[config.mk]
export PLATFORM = sky130hd
export DESIGN_NAME = mem_port_arbiter_flat
export DESIGN_NICKNAME = d
export VERILOG_FILES = /design/src/rtl/mem_port_arbiter_if.sv /design/src/rtl/mem_port_arbiter.sv /design/src/flat_wrapper.sv
export SDC_FILE = /design/constraint.sdc
export NUM_CORES = 1
export LEC_CHECK = 0
export CORE_AREA = 2 2 194 196
export DETAILED_ROUTE_END_ITERATION = 16
export DIE_AREA = 0 0 196 198
export HOLD_SLACK_MARGIN = 0.03
export SETUP_SLACK_MARGIN = 0.4
export SYNTH_ARGS = -nofsm -noshare
export SYNTH_HDL_FRONTEND = slang
export SYNTH_SLANG_ARGS = --single-unit
[constraint.sdc]
create_clock -name clk -period 1.75 [get_ports clk]
set_input_delay 0.35 -clock clk [delete_from_list [all_inputs] [get_ports clk]]
set_output_delay 0.35 -clock clk [all_outputs]
set_load 0.01 [all_outputs]
[src/rtl/mem_port_arbiter_if.sv]
// Bundles the fetch, memory-stage and bus signals of the memory port arbiter.
// The slave modport is the arbiter's view; the master modport is the requester/bus-slave view.
interface mem_port_arbiter_if;
    logic        if_req;
    logic [63:0] if_addr;
    logic        if_flush;
    logic [31:0] if_rdata;
    logic        if_ready;
    logic        if_err;

    logic        mem_req;
    logic        mem_we;
    logic [1:0]  mem_size;
    logic [63:0] mem_addr;
    logic [63:0] mem_wdata;
    logic [63:0] mem_rdata;
    logic        mem_ready;
    logic        mem_err;

    logic        bus_req;
    logic        bus_we;
    logic [1:0]  bus_size;
    logic [63:0] bus_addr;
    logic [63:0] bus_wdata;
    logic [63:0] bus_rdata;
    logic        bus_ack;
    logic        bus_err;

    modport slave (
        input  if_req, if_addr, if_flush,
        output if_rdata, if_ready, if_err,
        input  mem_req, mem_we, mem_size, mem_addr, mem_wdata,
        output mem_rdata, mem_ready, mem_err,
        output bus_req, bus_we, bus_size, bus_addr, bus_wdata,
        input  bus_rdata, bus_ack, bus_err
    );

    modport master (
        output if_req, if_addr, if_flush,
        input  if_rdata, if_ready, if_err,
        output mem_req, mem_we, mem_size, mem_addr, mem_wdata,
        input  mem_rdata, mem_ready, mem_err,
        input  bus_req, bus_we, bus_size, bus_addr, bus_wdata,
        output bus_rdata, bus_ack, bus_err
    );
endinterface

[src/rtl/mem_port_arbiter.sv]
// Shares one multi-cycle bus port between fetch and memory stage: data-over-fetch priority,
// bus timeout with access fault, flushed-fetch discard. Optional macro ARB_STARVE_GUARD_EN bounds MEM bursts.
module mem_port_arbiter #(
    parameter int unsigned TIMEOUT_CYCLES = 64,
    parameter int unsigned TIMEOUT_W      = 7
`ifdef ARB_STARVE_GUARD_EN
    ,
    parameter int unsigned MAX_MEM_BURST  = 4
`endif
) (
    input  logic               clk,
    input  logic               rst_n,
    mem_port_arbiter_if.slave  port
);

    typedef enum logic [2:0] {
        ST_IDLE     = 3'd0,
        ST_BUSY_IF  = 3'd1,
        ST_BUSY_MEM = 3'd2,
        ST_DONE_IF  = 3'd3,
        ST_DONE_MEM = 3'd4
    } state_t;

    localparam logic [TIMEOUT_W-1:0] TIMEOUT_LAST = TIMEOUT_W'(TIMEOUT_CYCLES - 1);

    state_t                state_r, state_s;
    logic [TIMEOUT_W-1:0]  cnt_r, cnt_s;
    logic                  flush_r, flush_s;
    logic                  bus_req_r, bus_req_s;
    logic                  bus_we_r, bus_we_s;
    logic [1:0]            bus_size_r, bus_size_s;
    logic [63:0]           bus_addr_r, bus_addr_s;
    logic [63:0]           bus_wdata_r, bus_wdata_s;
    logic [31:0]           if_rdata_r, if_rdata_s;
    logic                  if_ready_r, if_ready_s;
    logic                  if_err_r, if_err_s;
    logic [63:0]           mem_rdata_r, mem_rdata_s;
    logic                  mem_ready_r, mem_ready_s;
    logic                  mem_err_r, mem_err_s;
    logic                  force_if_s;
    logic                  grant_mem_s;
    logic                  grant_if_s;
    logic                  timeout_s;
    logic                  flush_any_s;

`ifdef ARB_STARVE_GUARD_EN
    localparam int unsigned BURST_W = $clog2(MAX_MEM_BURST + 1);
    localparam logic [BURST_W-1:0] BURST_MAX = BURST_W'(MAX_MEM_BURST);

    logic [BURST_W-1:0] burst_r;

    // IF is forced to win once MEM has taken MAX_MEM_BURST grants in a row over a waiting fetch.
    assign force_if_s = port.if_req && (burst_r == BURST_MAX);

    // Consecutive MEM-grants-while-fetch-waits counter, evaluated only at IDLE arbitration.
    always_ff @(posedge clk or negedge rst_n) begin
        if (!rst_n) begin
            burst_r <= {BURST_W{1'b0}};
        end else if (state_r == ST_IDLE) begin
            if (grant_if_s || !port.if_req) begin
                burst_r <= {BURST_W{1'b0}};
            end else if (grant_mem_s) begin
                burst_r <= burst_r + {{(BURST_W-1){1'b0}}, 1'b1};
            end else begin
                burst_r <= burst_r;
            end
        end else begin
            burst_r <= burst_r;
        end
    end
`else
    assign force_if_s = 1'b0;
`endif

    assign grant_mem_s = port.mem_req && !force_if_s;
    assign grant_if_s  = port.if_req && !grant_mem_s;
    assign timeout_s   = (cnt_r == TIMEOUT_LAST);
    assign flush_any_s = flush_r || port.if_flush;

    // Next-state and next-output logic for the arbiter FSM.
    always_comb begin
        state_s     = state_r;
        cnt_s       = cnt_r;
        flush_s     = flush_r;
        bus_req_s   = bus_req_r;
        bus_we_s    = bus_we_r;
        bus_size_s  = bus_size_r;
        bus_addr_s  = bus_addr_r;
        bus_wdata_s = bus_wdata_r;
        if_rdata_s  = if_rdata_r;
        if_ready_s  = 1'b0;
        if_err_s    = 1'b0;
        mem_rdata_s = mem_rdata_r;
        mem_ready_s = 1'b0;
        mem_err_s   = 1'b0;

        case (state_r)
            ST_IDLE: begin
                cnt_s   = {TIMEOUT_W{1'b0}};
                flush_s = 1'b0;
                if (grant_mem_s) begin
                    state_s     = ST_BUSY_MEM;
                    bus_req_s   = 1'b1;
                    bus_we_s    = port.mem_we;
                    bus_size_s  = port.mem_size;
                    bus_addr_s  = port.mem_addr;
                    bus_wdata_s = port.mem_wdata;
                end else if (grant_if_s) begin
                    state_s     = ST_BUSY_IF;
                    bus_req_s   = 1'b1;
                    bus_we_s    = 1'b0;
                    bus_size_s  = 2'd2;
                    bus_addr_s  = port.if_addr;
                end else begin
                    state_s = ST_IDLE;
                end
            end

            ST_BUSY_IF: begin
                cnt_s   = cnt_r + {{(TIMEOUT_W-1){1'b0}}, 1'b1};
                flush_s = flush_any_s;
                // A flush seen at any point of the fetch, including the ack edge, silences completion.
                if (port.bus_ack) begin
                    state_s    = ST_DONE_IF;
                    bus_req_s  = 1'b0;
                    flush_s    = 1'b0;
                    if_rdata_s = bus_addr_r[2] ? port.bus_rdata[63:32] : port.bus_rdata[31:0];
                    if_ready_s = !flush_any_s;
                    if_err_s   = port.bus_err && !flush_any_s;
                end else if (timeout_s) begin
                    state_s    = ST_DONE_IF;
                    bus_req_s  = 1'b0;
                    flush_s    = 1'b0;
                    if_rdata_s = 32'd0;
                    if_ready_s = !flush_any_s;
                    if_err_s   = !flush_any_s;
                end else begin
                    state_s = ST_BUSY_IF;
                end
            end

            ST_BUSY_MEM: begin
                cnt_s = cnt_r + {{(TIMEOUT_W-1){1'b0}}, 1'b1};
                if (port.bus_ack) begin
                    state_s     = ST_DONE_MEM;
                    bus_req_s   = 1'b0;
                    mem_rdata_s = port.bus_rdata;
                    mem_ready_s = 1'b1;
                    mem_err_s   = port.bus_err;
                end else if (timeout_s) begin
                    state_s     = ST_DONE_MEM;
                    bus_req_s   = 1'b0;
                    mem_rdata_s = 64'd0;
                    mem_ready_s = 1'b1;
                    mem_err_s   = 1'b1;
                end else begin
                    state_s = ST_BUSY_MEM;
                end
            end

            ST_DONE_IF: begin
                state_s = ST_IDLE;
            end

            ST_DONE_MEM: begin
                state_s = ST_IDLE;
            end

            default: begin
                state_s   = ST_IDLE;
                bus_req_s = 1'b0;
                flush_s   = 1'b0;
                cnt_s     = {TIMEOUT_W{1'b0}};
            end
        endcase
    end

    // State and registered-output update; reset clears everything and drops BUS_REQ at once.
    always_ff @(posedge clk or negedge rst_n) begin
        if (!rst_n) begin
            state_r     <= ST_IDLE;
            cnt_r       <= {TIMEOUT_W{1'b0}};
            flush_r     <= 1'b0;
            bus_req_r   <= 1'b0;
            bus_we_r    <= 1'b0;
            bus_size_r  <= 2'd0;
            bus_addr_r  <= 64'd0;
            bus_wdata_r <= 64'd0;
            if_rdata_r  <= 32'd0;
            if_ready_r  <= 1'b0;
            if_err_r    <= 1'b0;
            mem_rdata_r <= 64'd0;
            mem_ready_r <= 1'b0;
            mem_err_r   <= 1'b0;
        end else begin
            state_r     <= state_s;
            cnt_r       <= cnt_s;
            flush_r     <= flush_s;
            bus_req_r   <= bus_req_s;
            bus_we_r    <= bus_we_s;
            bus_size_r  <= bus_size_s;
            bus_addr_r  <= bus_addr_s;
            bus_wdata_r <= bus_wdata_s;
            if_rdata_r  <= if_rdata_s;
            if_ready_r  <= if_ready_s;
            if_err_r    <= if_err_s;
            mem_rdata_r <= mem_rdata_s;
            mem_ready_r <= mem_ready_s;
            mem_err_r   <= mem_err_s;
        end
    end

    assign port.bus_req   = bus_req_r;
    assign port.bus_we    = bus_we_r;
    assign port.bus_size  = bus_size_r;
    assign port.bus_addr  = bus_addr_r;
    assign port.bus_wdata = bus_wdata_r;
    assign port.if_rdata  = if_rdata_r;
    assign port.if_ready  = if_ready_r;
    assign port.if_err    = if_err_r;
    assign port.mem_rdata = mem_rdata_r;
    assign port.mem_ready = mem_ready_r;
    assign port.mem_err   = mem_err_r;

endmodule

[src/flat_wrapper.sv]
// flat-port wrapper written by rule: the top's interface ports become plain ports
module mem_port_arbiter_flat 
#(
    parameter int unsigned TIMEOUT_CYCLES = 64,
    parameter int unsigned TIMEOUT_W      = 7

)
  (clk, rst_n, port_if_req, port_if_addr, port_if_flush, port_if_rdata, port_if_ready, port_if_err, port_mem_req, port_mem_we, port_mem_size, port_mem_addr, port_mem_wdata, port_mem_rdata, port_mem_ready, port_mem_err, port_bus_req, port_bus_we, port_bus_size, port_bus_addr, port_bus_wdata, port_bus_rdata, port_bus_ack, port_bus_err);
  mem_port_arbiter_if port_i ();
  input  logic clk;
  input  logic rst_n;
  input wire logic [$bits(port_i.if_req)-1:0] port_if_req;
  input wire logic [$bits(port_i.if_addr)-1:0] port_if_addr;
  input wire logic [$bits(port_i.if_flush)-1:0] port_if_flush;
  output wire logic [$bits(port_i.if_rdata)-1:0] port_if_rdata;
  output wire logic [$bits(port_i.if_ready)-1:0] port_if_ready;
  output wire logic [$bits(port_i.if_err)-1:0] port_if_err;
  input wire logic [$bits(port_i.mem_req)-1:0] port_mem_req;
  input wire logic [$bits(port_i.mem_we)-1:0] port_mem_we;
  input wire logic [$bits(port_i.mem_size)-1:0] port_mem_size;
  input wire logic [$bits(port_i.mem_addr)-1:0] port_mem_addr;
  input wire logic [$bits(port_i.mem_wdata)-1:0] port_mem_wdata;
  output wire logic [$bits(port_i.mem_rdata)-1:0] port_mem_rdata;
  output wire logic [$bits(port_i.mem_ready)-1:0] port_mem_ready;
  output wire logic [$bits(port_i.mem_err)-1:0] port_mem_err;
  output wire logic [$bits(port_i.bus_req)-1:0] port_bus_req;
  output wire logic [$bits(port_i.bus_we)-1:0] port_bus_we;
  output wire logic [$bits(port_i.bus_size)-1:0] port_bus_size;
  output wire logic [$bits(port_i.bus_addr)-1:0] port_bus_addr;
  output wire logic [$bits(port_i.bus_wdata)-1:0] port_bus_wdata;
  input wire logic [$bits(port_i.bus_rdata)-1:0] port_bus_rdata;
  input wire logic [$bits(port_i.bus_ack)-1:0] port_bus_ack;
  input wire logic [$bits(port_i.bus_err)-1:0] port_bus_err;
  assign port_i.if_req = port_if_req;
  assign port_i.if_addr = port_if_addr;
  assign port_i.if_flush = port_if_flush;
  assign port_if_rdata = port_i.if_rdata;
  assign port_if_ready = port_i.if_ready;
  assign port_if_err = port_i.if_err;
  assign port_i.mem_req = port_mem_req;
  assign port_i.mem_we = port_mem_we;
  assign port_i.mem_size = port_mem_size;
  assign port_i.mem_addr = port_mem_addr;
  assign port_i.mem_wdata = port_mem_wdata;
  assign port_mem_rdata = port_i.mem_rdata;
  assign port_mem_ready = port_i.mem_ready;
  assign port_mem_err = port_i.mem_err;
  assign port_bus_req = port_i.bus_req;
  assign port_bus_we = port_i.bus_we;
  assign port_bus_size = port_i.bus_size;
  assign port_bus_addr = port_i.bus_addr;
  assign port_bus_wdata = port_i.bus_wdata;
  assign port_i.bus_rdata = port_bus_rdata;
  assign port_i.bus_ack = port_bus_ack;
  assign port_i.bus_err = port_bus_err;
  mem_port_arbiter #(.TIMEOUT_CYCLES(TIMEOUT_CYCLES), .TIMEOUT_W(TIMEOUT_W)) u_core (.clk(clk), .rst_n(rst_n), .port(port_i));
endmodule
==> summary.md, run 1 <==
| Metric | Value |
|---|---|
| Outcome | complete, no violations |
| R2R Path Start | u_core.cnt_r[1]$_DFFE_PN0N_ |
| Dpl cells | around 1,900 |
| Slowest cell on the critical path | dfrtp_1 |
| Worst Hold Margin | 0.2960 ns |
| CP max FO | 26 |
| Clock buffer depth | 3 |
| CP peak stage delay | 0.35 ns |
| Yosys warns | 0 |
| Layout area overhead | 90.18% |
| Die area | 38,810 um2 |
| Worst Path Buf+Inv | 2 |
| Synth top area share | 60.70% |
| Worst slew pin tran | 0.4862 ns |
| Worst hold path class | primary input to async pin |
| First-pass GRT wire length | 53.83 mm |
| Relative slew slack | 66.66% |
| Clock slew at reported path FFs | 0.06 ns |
| Post-Synthesis Cell Area | 10,020 um2 |
| Worst Setup Path Type | register to register |
| Via count | between 9,000 and 10,000 |
| CP top delay family | compound AO/OA/AOI/OAI gates |
| Number of remaining DRC errors | 0 |
| Initial antenna violation count | 0 |
| Die width | slightly below 200 um |
| TritonRoute pass-1 iters | 4 |
| Minimum clock period | 1.684 ns |
| Share of post-route cells with drive strength above 1 | 40.82% |
| Port Buf Inserts | 497 |
| F_max | approximately 0.6 GHz |
| Post-DRT Antenna Nets | 0 |
| Post-synthesis xor/xnor area fraction | 0.08743% |
| #FFs+latches synth | 243 |
| Largest family of logic cells by synthesized area | compound AO/OA/AOI/OAI gates |
| Drt wl/cell | 19.69 um |
| Io pins | 498 |
| Core Rows | between 70 and 80 |
| Largest net degree at the start of global routing | between 60 and 70 |
| Avg Cell Area, Syn | 11.06 um2 |
| Lkg Pwr | 0.009186 uW |
| Synth cell types | 42 |
| CTS tree | yes |
| Final setup fails | 0 |
| GPL Wtd Cong | 0.8080 |
| Required time of the critical path | 2.18 ns |
| Vias per inst | 4.706 |
| Overflow after GRT | 0 |
| Post-DP HPWL | 26.12 mm |
| Worst VDD drop | about 0.84 mV |
| Pwr per Cell Area | ~1800 nW/um2 |
| Routed WL | approximately 40 mm |
| Fin Setup TNS | 0 ns |
| Final Hold Viols | 0 |
| Core Box Area | 36,960 um2 |
| Fin cells | 2,038 |
| Synth Area in Adders | 0.5371% |
| Sequential area share after synthesis | 60.70% |
| Starting DRT DRC Count | 335 |
| Critical Path AT | about 2.1 ns |
| Initial Util | 27.11% |
| Dominant cell type by area after synthesis | dfrtp_1 |
| CP Launch Type | register |
| Die Ht | 198 um |
| Final #Nets | 1,809 |
| CP Cell Sequence | ha_2, nand3_4, o31ai_4, buf_6, nand2_8, buf_12, a22o_1 |
| TritonCTS Sinks | 243 |
| RSZ-0062 raised after global routing | true |
| Final Cycle Share | 96.25% |
| Syn nets | between 1,000 and 1,500 |
| Simple-gate share of the synthesized area | around an eighth |
| Skew final | 0.02127 ns |
| Clock latency on the worst-skew pair | around 0.55 ns |
| Crit end category | register |
| Root buffer cell | clkbuf_16 |
| Max Cap Viol | 0 |
| Pins Over Slew Limit | 0 |
| Proportion of synthesized area in mux cells | 9.705% |
| H-tree depth | 1 |
| Vias in the first global route | between 9,000 and 10,000 |
| Crit path from | u_core.cnt_r[1]$_DFFE_PN0N_ |
| CTS Buf Count | 28 |
| GR Util All Layers | 17.56% |
| Syn Inst Count | 906 |
| Area contributors post-synth | dfrtp_1, nand2_1, mux2i_1, a22o_1, o21ai_0 |
| Area fraction in compound gates after synthesis | ~14% |
==> timing repair <==
action                     CTS  global route
setup buffers               56            23
pin swaps                    1           141
cloned                       0            36
hold buffers                 1             0
hold endpoints to repair    38             0
gates resized for setup    928           397
setup endpoints to repair  473           474
==> cell type report <==
cell class	count	area [um2]
Inverter	7	26.28
Fill cell	3314	17900
Clock inverter	10	117.6
Sequential cell	243	6086
Multi-Input combinational cell	592	4736
Clock buffer	41	849.6
Tap cell	474	593.1
Antenna cell	1	2.502
Timing Repair Buffer	670	6640
==> cells in the mapped netlist <==
master,count
nand2_1,266
dfrtp_1,243
mux2i_1,96
o21ai_0,68
a22o_1,66
clkbuf_1,37
o2bb2ai_1,32
buf_2,19
nor2_1,8
a22oi_1,7
inv_1,7
buf_6,5
nor2b_1,4
nor3_1,4
o22ai_1,4
a21oi_1,3
and2_1,3
and3_1,3
buf_1,3
maj3_1,3
nand3_1,2
nor3b_1,2
o31ai_1,2
a211o_1,1
a221o_1,1
a311o_1,1
ha_1,1
maj3_2,1
mux2_2,1
nand2_2,1
nand3_2,1
nand3b_1,1
nor2_2,1
nor4_1,1
nor4b_1,1
o211ai_1,1
o21ai_1,1
o221ai_1,1
o22a_1,1
o31ai_4,1
or2_1,1
xnor2_1,1
==> placed cells by master (no fill, tap or decap), types with 7 or more instances in the layout <==
| cell | netlist | routed |
|---|---|---|
| o2bb2ai_2 | 0 | 17 |
| buf_2 | 19 | 90 |
| nor2_1 | 8 | 8 |
| o21ai_1 | 1 | 26 |
| nand2_1 | 266 | 140 |
| dfrtp_1 | 243 | 239 |
| a22oi_1 | 7 | 7 |
| o21ai_0 | 68 | 13 |
| a22o_1 | 66 | 66 |
| clkdlybuf4s50_1 | 0 | 263 |
| dlygate4sd2_1 | 0 | 22 |
| o21ai_2 | 0 | 29 |
| buf_6 | 5 | 109 |
| buf_8 | 0 | 12 |
| clkbuf_2 | 0 | 19 |
| clkbuf_16 | 0 | 53 |
| buf_4 | 0 | 109 |
| o2bb2ai_4 | 0 | 15 |
| nand2_4 | 0 | 46 |
| buf_12 | 0 | 19 |
| nand2_2 | 1 | 79 |
| mux2i_1 | 96 | 96 |
| clkbuf_8 | 0 | 10 |
==> sequential cells by signal, indices dropped and copies added (netlist names) <==
signal / count
u_core.state_r: 3
u_core.port.bus_addr: 64
u_core.port.if_err: 1
u_core.flush_r: 1
u_core.port.bus_wdata: 64
u_core.port.bus_req: 1
u_core.port.bus_size: 2
u_core.port.if_ready: 1
u_core.port.bus_we: 1
u_core.port.mem_ready: 1
u_core.cnt_r: 7
u_core.port.mem_err: 1
u_core.port.mem_rdata: 64
u_core.port.if_rdata: 32
==> cells by family (layout without fill, tap and decap cells) <==
family,count (synthesis),after routing
AND/OR/NAND/NOR,299,299
flip-flops,243,243
AO/OA/AOI/OAI,190,190
multiplexers,97,97
buffers and inverters,71,728
adder cells (fa/ha/maj),5,5
XOR/XNOR,1,1
other,0,1
==> layer usage <==
metal,track usage [%],part of all wire [%],vias up
li1,-,-,4437
met1,20.93,40,4770
met2,31.44,52,325
met3,4.105,5.8,58
met4,5.387,2.6,0
met5,0,0,-
==> power breakdown <==
part,total [uW],switching (uW),internal (uW)
Combinational,17900,8090,9810
Sequential,10200,1920,8230
Clock,6040,2390,3650
Total,34100,12400,21700
==> final timing paths <==
| path | endpoint | slack (ns) | depth (start not counted) |
|---|---|---|---|
| max | u_core.port.mem_rdata[21]$_DFFE_PN0P_ | 0.07 | 7 |
| min | u_core.port.mem_rdata[10]$_DFFE_PN0P_ | 0.30 | 2 |
| max reg2reg | u_core.port.mem_rdata[21]$_DFFE_PN0P_ | 0.07 | 7 |
| min reg2reg | u_core.port.bus_wdata[13]$_DFFE_PN0P_ | 0.46 | 2 |
| max in group asynchronous | u_core.port.bus_size[1]$_DFFE_PN0P_ | 0.77 | 3 |
| min in group clk | u_core.port.bus_addr[57]$_DFFE_PN0P_ | 0.33 | 3 |
==> stage by stage <==
step / area [um2] / worst slack [ns] / utilization [%] / power, uW
6_report: 19050 / 0.06564 / 51.55 / 34100
5_1_grt: 19050 / -0.02063 / 51.54 / 35950
4_1_cts: 16970 / 0.08911 / 45.91 / 29460
3_5_place_dp: 15950 / -0.02390 / 43.16 / 23410
3_3_place_gp: 15950 / 0.007430 / 43.16 / 23220
2_1_floorplan: 10120 / 0.09474 / - / 15450
Note: power is estimated with default switching activity, not from simulation.
==> run 2, diff against run 1 <==
--- a/config.mk
+++ b/config.mk
@@ -5,11 +5,12 @@
 export SDC_FILE = /design/constraint.sdc
 export NUM_CORES = 1
 export LEC_CHECK = 0
-export CORE_AREA = 2 2 194 196
+export CORE_AREA = 2 2 192 194
 export DETAILED_ROUTE_END_ITERATION = 16
-export DIE_AREA = 0 0 196 198
+export DIE_AREA = 0 0 194 196
 export HOLD_SLACK_MARGIN = 0.03
 export SETUP_SLACK_MARGIN = 0.4
+export SKIP_LAST_GASP = 1
 export SYNTH_ARGS = -nofsm -noshare
 export SYNTH_HDL_FRONTEND = slang
 export SYNTH_SLANG_ARGS = --single-unit
==> constraint.sdc (replaced) <==
create_clock -name clk -period 2.15 [get_ports clk]
set_input_delay 0.43 -clock clk [delete_from_list [all_inputs] [get_ports clk]]
set_output_delay 0.43 -clock clk [all_outputs]
set_load 0.01 [all_outputs]
==> summary.md, run 2 (synthesis results as in run 1) <==
| Metric | Value |
|---|---|
| Outcome | complete, no violations (unchanged) |
| Fin cells | 1,911 (was 2,038) |
| Skew final | 0.01273 ns (was 0.02127 ns) |
| H-tree depth | 1 (unchanged) |
| Dpl cells | 1,838 (was 1,870) |
| Worst Setup Path Type | register to register (unchanged) |
| Share of post-route cells with drive strength above 1 | 8.177% (was 40.82%) |
| Initial antenna violation count | 0 (unchanged) |
| GR Util All Layers | 18.18% (was 17.56%) |
| Worst VDD drop | 0.7334 mV (was 0.8387 mV) |
| Crit end category | register (unchanged) |
| Relative slew slack | 76.53% (was 66.66%) |
| Core Box Area | 36,080 um2 (was 36,960 um2) |
| Max Cap Viol | 0 (unchanged) |
| Post-DP HPWL | 25.37 mm (was 26.12 mm) |
| Clock slew at reported path FFs | 0.06 ns (about the same) |
| Post-DRT Antenna Nets | 0 (unchanged) |
| Worst slew pin tran | 0.3422 ns (was 0.4862 ns) |
| R2R Setup Slk | 0.37 ns (was 0.07 ns) |
| Met2 Wirelength | 16.98 mm (was 20.88 mm) |
| Number of remaining DRC errors | 0 (unchanged) |
| Io pins | 498 (unchanged) |
| Metal-1 WL | 14.84 mm (was 15.87 mm) |
| Root buffer cell | clkbuf_16 (unchanged) |
| Clock buffer depth | 3 (unchanged) |
| Die width | 194 um (was 196 um) |
| Lkg Pwr | 0.008166 uW (was 0.009186 uW) |
| Met3 WL post-DR | 2.882 mm (was 2.346 mm) |
| Worst Hold Margin | 0.3521 ns (was 0.2960 ns) |
| Vias in the first global route | 9,134 (was 9,476) |
| Commonest non-fill, non-tap cell in the layout | nand2_1 (was clkdlybuf4s50_1) |
| Final #Nets | 1,691 (was 1,809) |
| Minimum clock period | 1.775 ns (was 1.684 ns) |
| Clock latency on the worst-skew pair | 0.56 ns (was 0.55 ns) |
| Most frequent cells in the layout | nand2_1, clkdlybuf4s50_1, dfrtp_1 (was clkdlybuf4s50_1, dfrtp_1, nand2_1) |
| Starting DRT DRC Count | 400 (was 335) |
| Core Rows | 70 (was 71) |
| CP max FO | 16 (was 26) |
| N_diodes | 0 (was 1) |
| Final Hold Viols | 0 (unchanged) |
| Layout area overhead | 67.26% (was 90.18%) |
| Routed WL | 35.86 mm (was 40.14 mm) |
| Highest routing layer actually used | met4 (unchanged) |
| Initial Util | 27.76% (was 27.11%) |
| RSZ-0062 raised after global routing | true (unchanged) |
| Pwr per Cell Area | 1343 nW/um2 (was 1790 nW/um2) |
| Pins Over Slew Limit | 0 (unchanged) |
| CTS tree | yes (unchanged) |
| Largest net degree at the start of global routing | 74 (was 61) |
| Die area | 38,020 um2 (was 38,810 um2) |
| F_max | 0.5633 GHz (was 0.5937 GHz) |
| Overflow after GRT | 0 (unchanged) |
| Final Cycle Share | 82.56% (was 96.25%) |
| CTS Buf Count | 28 (unchanged) |
| Critical Path AT | 2.22 ns (was 2.12 ns) |
| Required time of the critical path | 2.59 ns (was 2.18 ns) |
| Port Buf Inserts | 497 (unchanged) |
| Via count | 8,832 (was 9,590) |
| First-pass GRT wire length | 54.77 mm (was 53.83 mm) |
| Final setup fails | 0 (unchanged) |
| Drt wl/cell | 18.76 um (was 19.69 um) |
| Fin Setup TNS | 0 ns (unchanged) |
| Vias per inst | 4.622 (was 4.706) |
| Die Ht | 196 um (was 198 um) |
| TritonCTS Sinks | 243 (unchanged) |
| CP Launch Type | register (unchanged) |
| TritonRoute pass-1 iters | 4 (unchanged) |
| GPL Wtd Cong | 0.8492 (was 0.8080) |
| Worst hold path class | primary input to async pin (unchanged) |
[run 2: cell types whose count changed in the layout (fill, tap and decap cells not counted), sizes merged]
cell,before,now
bufinv,2,4
buf,340,54
clkbuf,85,38
clkdlybuf4s15,0,4
dlygate4sd2,22,228
clkinv,7,6
inv,7,8
diode,1,0
clkinvlp,1,2
[run 2: critical path, cell delays in order (launching register included)]
cell and delay (ns):
dfrtp_1 0.39, ha_4 0.17, nand3_4 0.10, o31ai_4 0.29, nand2_4 0.13, buf_6 0.17
buf_12 0.15, a22o_1 0.25
[run 2: worst paths after layout]
check | cells after the start | startpoint | end
max in group asynchronous | 3 | rst_n | u_core.port.bus_wdata[52]$_DFFE_PN0P_
setup reg to reg | 7 | u_core.cnt_r[1]$_DFFE_PN0N_ | u_core.port.mem_rdata[51]$_DFFE_PN0P_
setup / recovery | 7 | u_core.cnt_r[1]$_DFFE_PN0N_ | u_core.port.mem_rdata[51]$_DFFE_PN0P_
min in group clk | 3 | port_mem_req | u_core.port.bus_addr[12]$_DFFE_PN0P_
hold reg to reg | 2 | u_core.port.bus_wdata[63]$_DFFE_PN0P_ | u_core.port.bus_wdata[63]$_DFFE_PN0P_
hold / removal | 2 | rst_n | u_core.port.bus_addr[48]$_DFFE_PN0P_
[run 2: what timing repair did]
item | in CTS | in global routing
resized for setup | 242 | 15
pin swaps | 3 | 31
cloned | 3 | 3
endpoints found under the setup margin | 380 | 125
buffers inserted | 15 | 2
hold buffers | 1 | 0
endpoints found under the hold margin | 32 | 0
[run 2: area by class of cell]
class / instances / area, um2
inverter: 7 / 26.28
tap: 468 / 585.6
fill: 3504 / 19330
timing repair buffer: 552 / 5433
multi-input combinational: 592 / 3670
clock buffer: 36 / 770.7
sequential: 243 / 6085
clock inverter: 13 / 185.2
[run 2: stage by stage]
stage	area, um2	total power, uW	setup slack, ns	util (%)
6_report	16750	22500	0.3749	46.43
2_1_floorplan	10020	12390	0.4183	-
4_1_cts	16630	22610	0.3752	46.09
3_5_place_dp	15720	18740	0.1765	43.56
5_1_grt	16750	24010	0.3268	46.43
3_3_place_gp	15720	18600	0.2295	43.56
[run 2: power breakdown]
group	total, uW	internal, uW	switching (uW)
Sequential	7840	6690	1160
Combinational	9650	4700	4960
Clock	5000	3000	2000
Total	22500	14400	8110
[run 2: layer usage]
layer  up-vias  global-route usage, %
li1       4179                      -
met1      4255                  22.94
met2       335                  30.00
met3        63                  5.295
met4         0                  5.976
met5         -                      0
==> run 3, diff against run 2 <==
==> constraint.sdc (replaced) <==
create_clock -name clk -period 1.72 [get_ports clk]
set_input_delay 0.344 -clock clk [delete_from_list [all_inputs] [get_ports clk]]
set_output_delay 0.344 -clock clk [all_outputs]
set_load 0.01 [all_outputs]
==> summary.md, run 3 (synthesis results as in run 1) <==
| Metric | Value |
|---|---|
| Vias per inst | 4.665 (was 4.622) |
| Layout area overhead | 85.84% (was 67.26%) |
| Lkg Pwr | 0.009046 uW (was 0.008166 uW) |
| Die area | 38,020 um2 (unchanged) |
| Number of remaining DRC errors | 0 (unchanged) |
| F_max | 0.5750 GHz (was 0.5633 GHz) |
| Critical Path AT | 2.19 ns (was 2.22 ns) |
| Required time of the critical path | 2.17 ns (was 2.59 ns) |
| Share of post-route cells with drive strength above 1 | 37.40% (was 8.177%) |
| Final instance area | 18,620 um2 (was 16,750 um2) |
| CP Cell Sequence | ha_4, nand3_4, o31ai_4, buf_6, nor4b_2, buf_4, a221o_1 (was ha_4, nand3_4, o31ai_4, nand2_4, buf_6, buf_12, a22o_1) |
| Area of the multi-input gates | 4496 um2 (was 3670 um2) |
| Crit path from | u_core.cnt_r[1]$_DFFE_PN0N_ (unchanged) |
| Worst slew pin tran | 0.4366 ns (was 0.3422 ns) |
| Core Box Area | 36,080 um2 (unchanged) |
| Tot Pwr | 33,590 uW (was 22,500 uW) |
| TritonCTS Sinks | 243 (unchanged) |
| PnR worst setup slack | -0.01908 ns (was 0.3749 ns) |
| Failing checks | negative setup slack |
| Final Hold Viols | 0 (unchanged) |
| Skew final | 0.02920 ns (was 0.01273 ns) |
| R2R Setup Slk | -0.02 ns (was 0.37 ns) |
| Routed WL | 39.16 mm (was 35.86 mm) |
| Clock buffer depth | 3 (unchanged) |
| Starting DRT DRC Count | 263 (was 400) |
| Most frequent cells in the layout | clkdlybuf4s50_1, dfrtp_1, nand2_1 (was nand2_1, clkdlybuf4s50_1, dfrtp_1) |
| Die width | 194 um (unchanged) |
| Root buffer cell | clkbuf_16 (unchanged) |
| Commonest non-fill, non-tap cell in the layout | clkdlybuf4s50_1 (was nand2_1) |
| Pins Over Slew Limit | 0 (unchanged) |
| R2R depth | 7 (unchanged) |
| Filler cell count | 3,241 (was 3,504) |
| Worst VDD drop | 0.9272 mV (was 0.7334 mV) |
| GR Util All Layers | 17.77% (was 18.18%) |
| Clock slew at reported path FFs | 0.06 ns (about the same) |
| Met3 WL post-DR | 2.393 mm (was 2.882 mm) |
| Via count | 9,335 (was 8,832) |
| Relative slew slack | 70.86% (was 76.53%) |
| Slowest cell on the critical path | dfrtp_1 (unchanged) |
| CTS tree | yes (unchanged) |
| Worst Setup Path Type | register to register (unchanged) |
| Post-DRT Antenna Nets | 0 (unchanged) |
| Final Cycle Share | 101.1% (was 82.56%) |
| Max Cap Viol | 0 (unchanged) |
| Port Buf Inserts | 497 (unchanged) |
| Metal-1 WL | 15.59 mm (was 14.84 mm) |
| Die Ht | 196 um (unchanged) |
| Fin cells | 2,001 (was 1,911) |
| Pre-CTS worst setup slack | -0.04899 ns (was 0.1765 ns) |
| GPL Wtd Cong | 0.8235 (was 0.8492) |
| Clock latency on the worst-skew pair | 0.56 ns (about the same) |
| CTS Buf Count | 28 (unchanged) |
| Initial Util | 27.76% (unchanged) |
| Worst hold path class | primary input to async pin (unchanged) |
| Vias in the first global route | 9,435 (was 9,134) |
| RSZ-0062 raised after global routing | true (unchanged) |
| Post-DP HPWL | 25.84 mm (was 25.37 mm) |
| Met2 Wirelength | 19.87 mm (was 16.98 mm) |
| CP Launch Type | register (unchanged) |
| Minimum clock period | 1.739 ns (was 1.775 ns) |
| Highest routing layer actually used | met4 (unchanged) |
| RR Endpoint | u_core.port.bus_req$_DFFE_PN0P_ (was u_core.port.mem_rdata[51]$_DFFE_PN0P_) |
| Final #Nets | 1,778 (was 1,691) |
| TritonRoute pass-1 iters | 4 (unchanged) |
| Core Rows | 70 (unchanged) |
| Largest net degree at the start of global routing | 55 (was 74) |
| CP max FO | 5 (was 16) |
| H-tree depth | 1 (unchanged) |
| Final setup fails | 11 (was 0) |
| Io pins | 498 (unchanged) |
| CP peak stage delay | 0.39 ns (about the same) |
| Overflow after GRT | 0 (unchanged) |
| Crit end category | register (unchanged) |
| R2R Path Start | u_core.cnt_r[1]$_DFFE_PN0N_ (unchanged) |
| Register area | 6086 um2 (was 6085 um2) |
| Initial antenna violation count | 1 (was 0) |
| Drt wl/cell | 19.57 um (was 18.76 um) |
| Dpl cells | 1,857 (was 1,838) |
| Outcome | complete, but fails checks (was complete, no violations) |
| Pwr per Cell Area | 1805 nW/um2 (was 1343 nW/um2) |
| First-pass GRT wire length | 53.76 mm (was 54.77 mm) |
| Placed inst area | 15,950 um2 (was 15,720 um2) |
[run 3: cell count changes in the layout (fill, tap and decap cells not counted), sizes merged]
cell	delta
bufinv	-1
clkdlybuf4s15	-4
buf	+252
dlygate4sd2	-185
and2	+1
diode	+1
clkbuf	+24
clkinvlp	+1
nand2	+1
[run 3: cell type report]
class,instances,area share (%)
antenna,1,0.01344
clock buffer,38,4.396
clock inverter,13,0.8738
inverter,7,0.1411
multi-input combinational,594,24.15
sequential,243,32.69
tap,468,3.146
timing repair buffer,637,34.59
[run 3: worst max-delay path by stage]
| stage | end | slack [ns] | depth (start not counted) |
|---|---|---|---|
| after floorplan | u_core.cnt_r[6]$_DFFE_PN0N_ | 0.09 | 5 |
| final | u_core.port.bus_req$_DFFE_PN0P_ | -0.02 | 7 |
| after global placement | u_core.port.mem_rdata[20]$_DFFE_PN0P_ | -0.03 | 6 |
| after global routing | u_core.port.bus_req$_DFFE_PN0P_ | -0.07 | 7 |
| after CTS | u_core.port.mem_rdata[22]$_DFFE_PN0P_ | 0.01 | 6 |
| after detailed placement | u_core.port.mem_rdata[20]$_DFFE_PN0P_ | -0.05 | 6 |
[run 3: report_power, final]
| part | leakage (uW) | switching (uW) | internal [uW] |
|---|---|---|---|
| clock network | 0.000479 | 2480 | 3780 |
| logic | 0.00554 | 7910 | 9190 |
| registers | 0.00303 | 1860 | 8370 |
[run 3: repair_timing]
action,4_1_cts,5_1_grt
gates resized for setup,936,321
cloned,0,36
hold endpoints to repair,40,0
hold buffers,1,0
pin swaps,0,154
setup endpoints to repair,473,474
setup buffers,42,13
[run 3: layer usage]
layer / up-vias / GRT usage (%)
li1: 4361 / -
met1: 4557 / 21.51
met2: 339 / 30.66
met3: 78 / 4.143
met4: 0 / 6.987
met5: - / 0
[run 3: stage by stage]
stage	hold WS, ns	util, %	setup TNS [ns]
final	0.2742	51.59	-0.07858
after global routing	0.3030	51.59	-2.920
after CTS	0.2348	46.78	0
after detailed placement	0.2832	44.21	-1.038
after global placement	0.2741	44.21	-0.3550
after floorplan	0.04841	-	0
[run 3: critical path, delay by kind of cell, from the launching register on]
| family | cells | cell delay, ns |
|---|---|---|
| AOI/OAI and AO/OA | 2 | 0.59 |
| adders and majority gates | 1 | 0.17 |
| buffers and inverters | 2 | 0.32 |
| DFF | 1 | 0.39 |
| and+or+nand+nor | 2 | 0.15 |
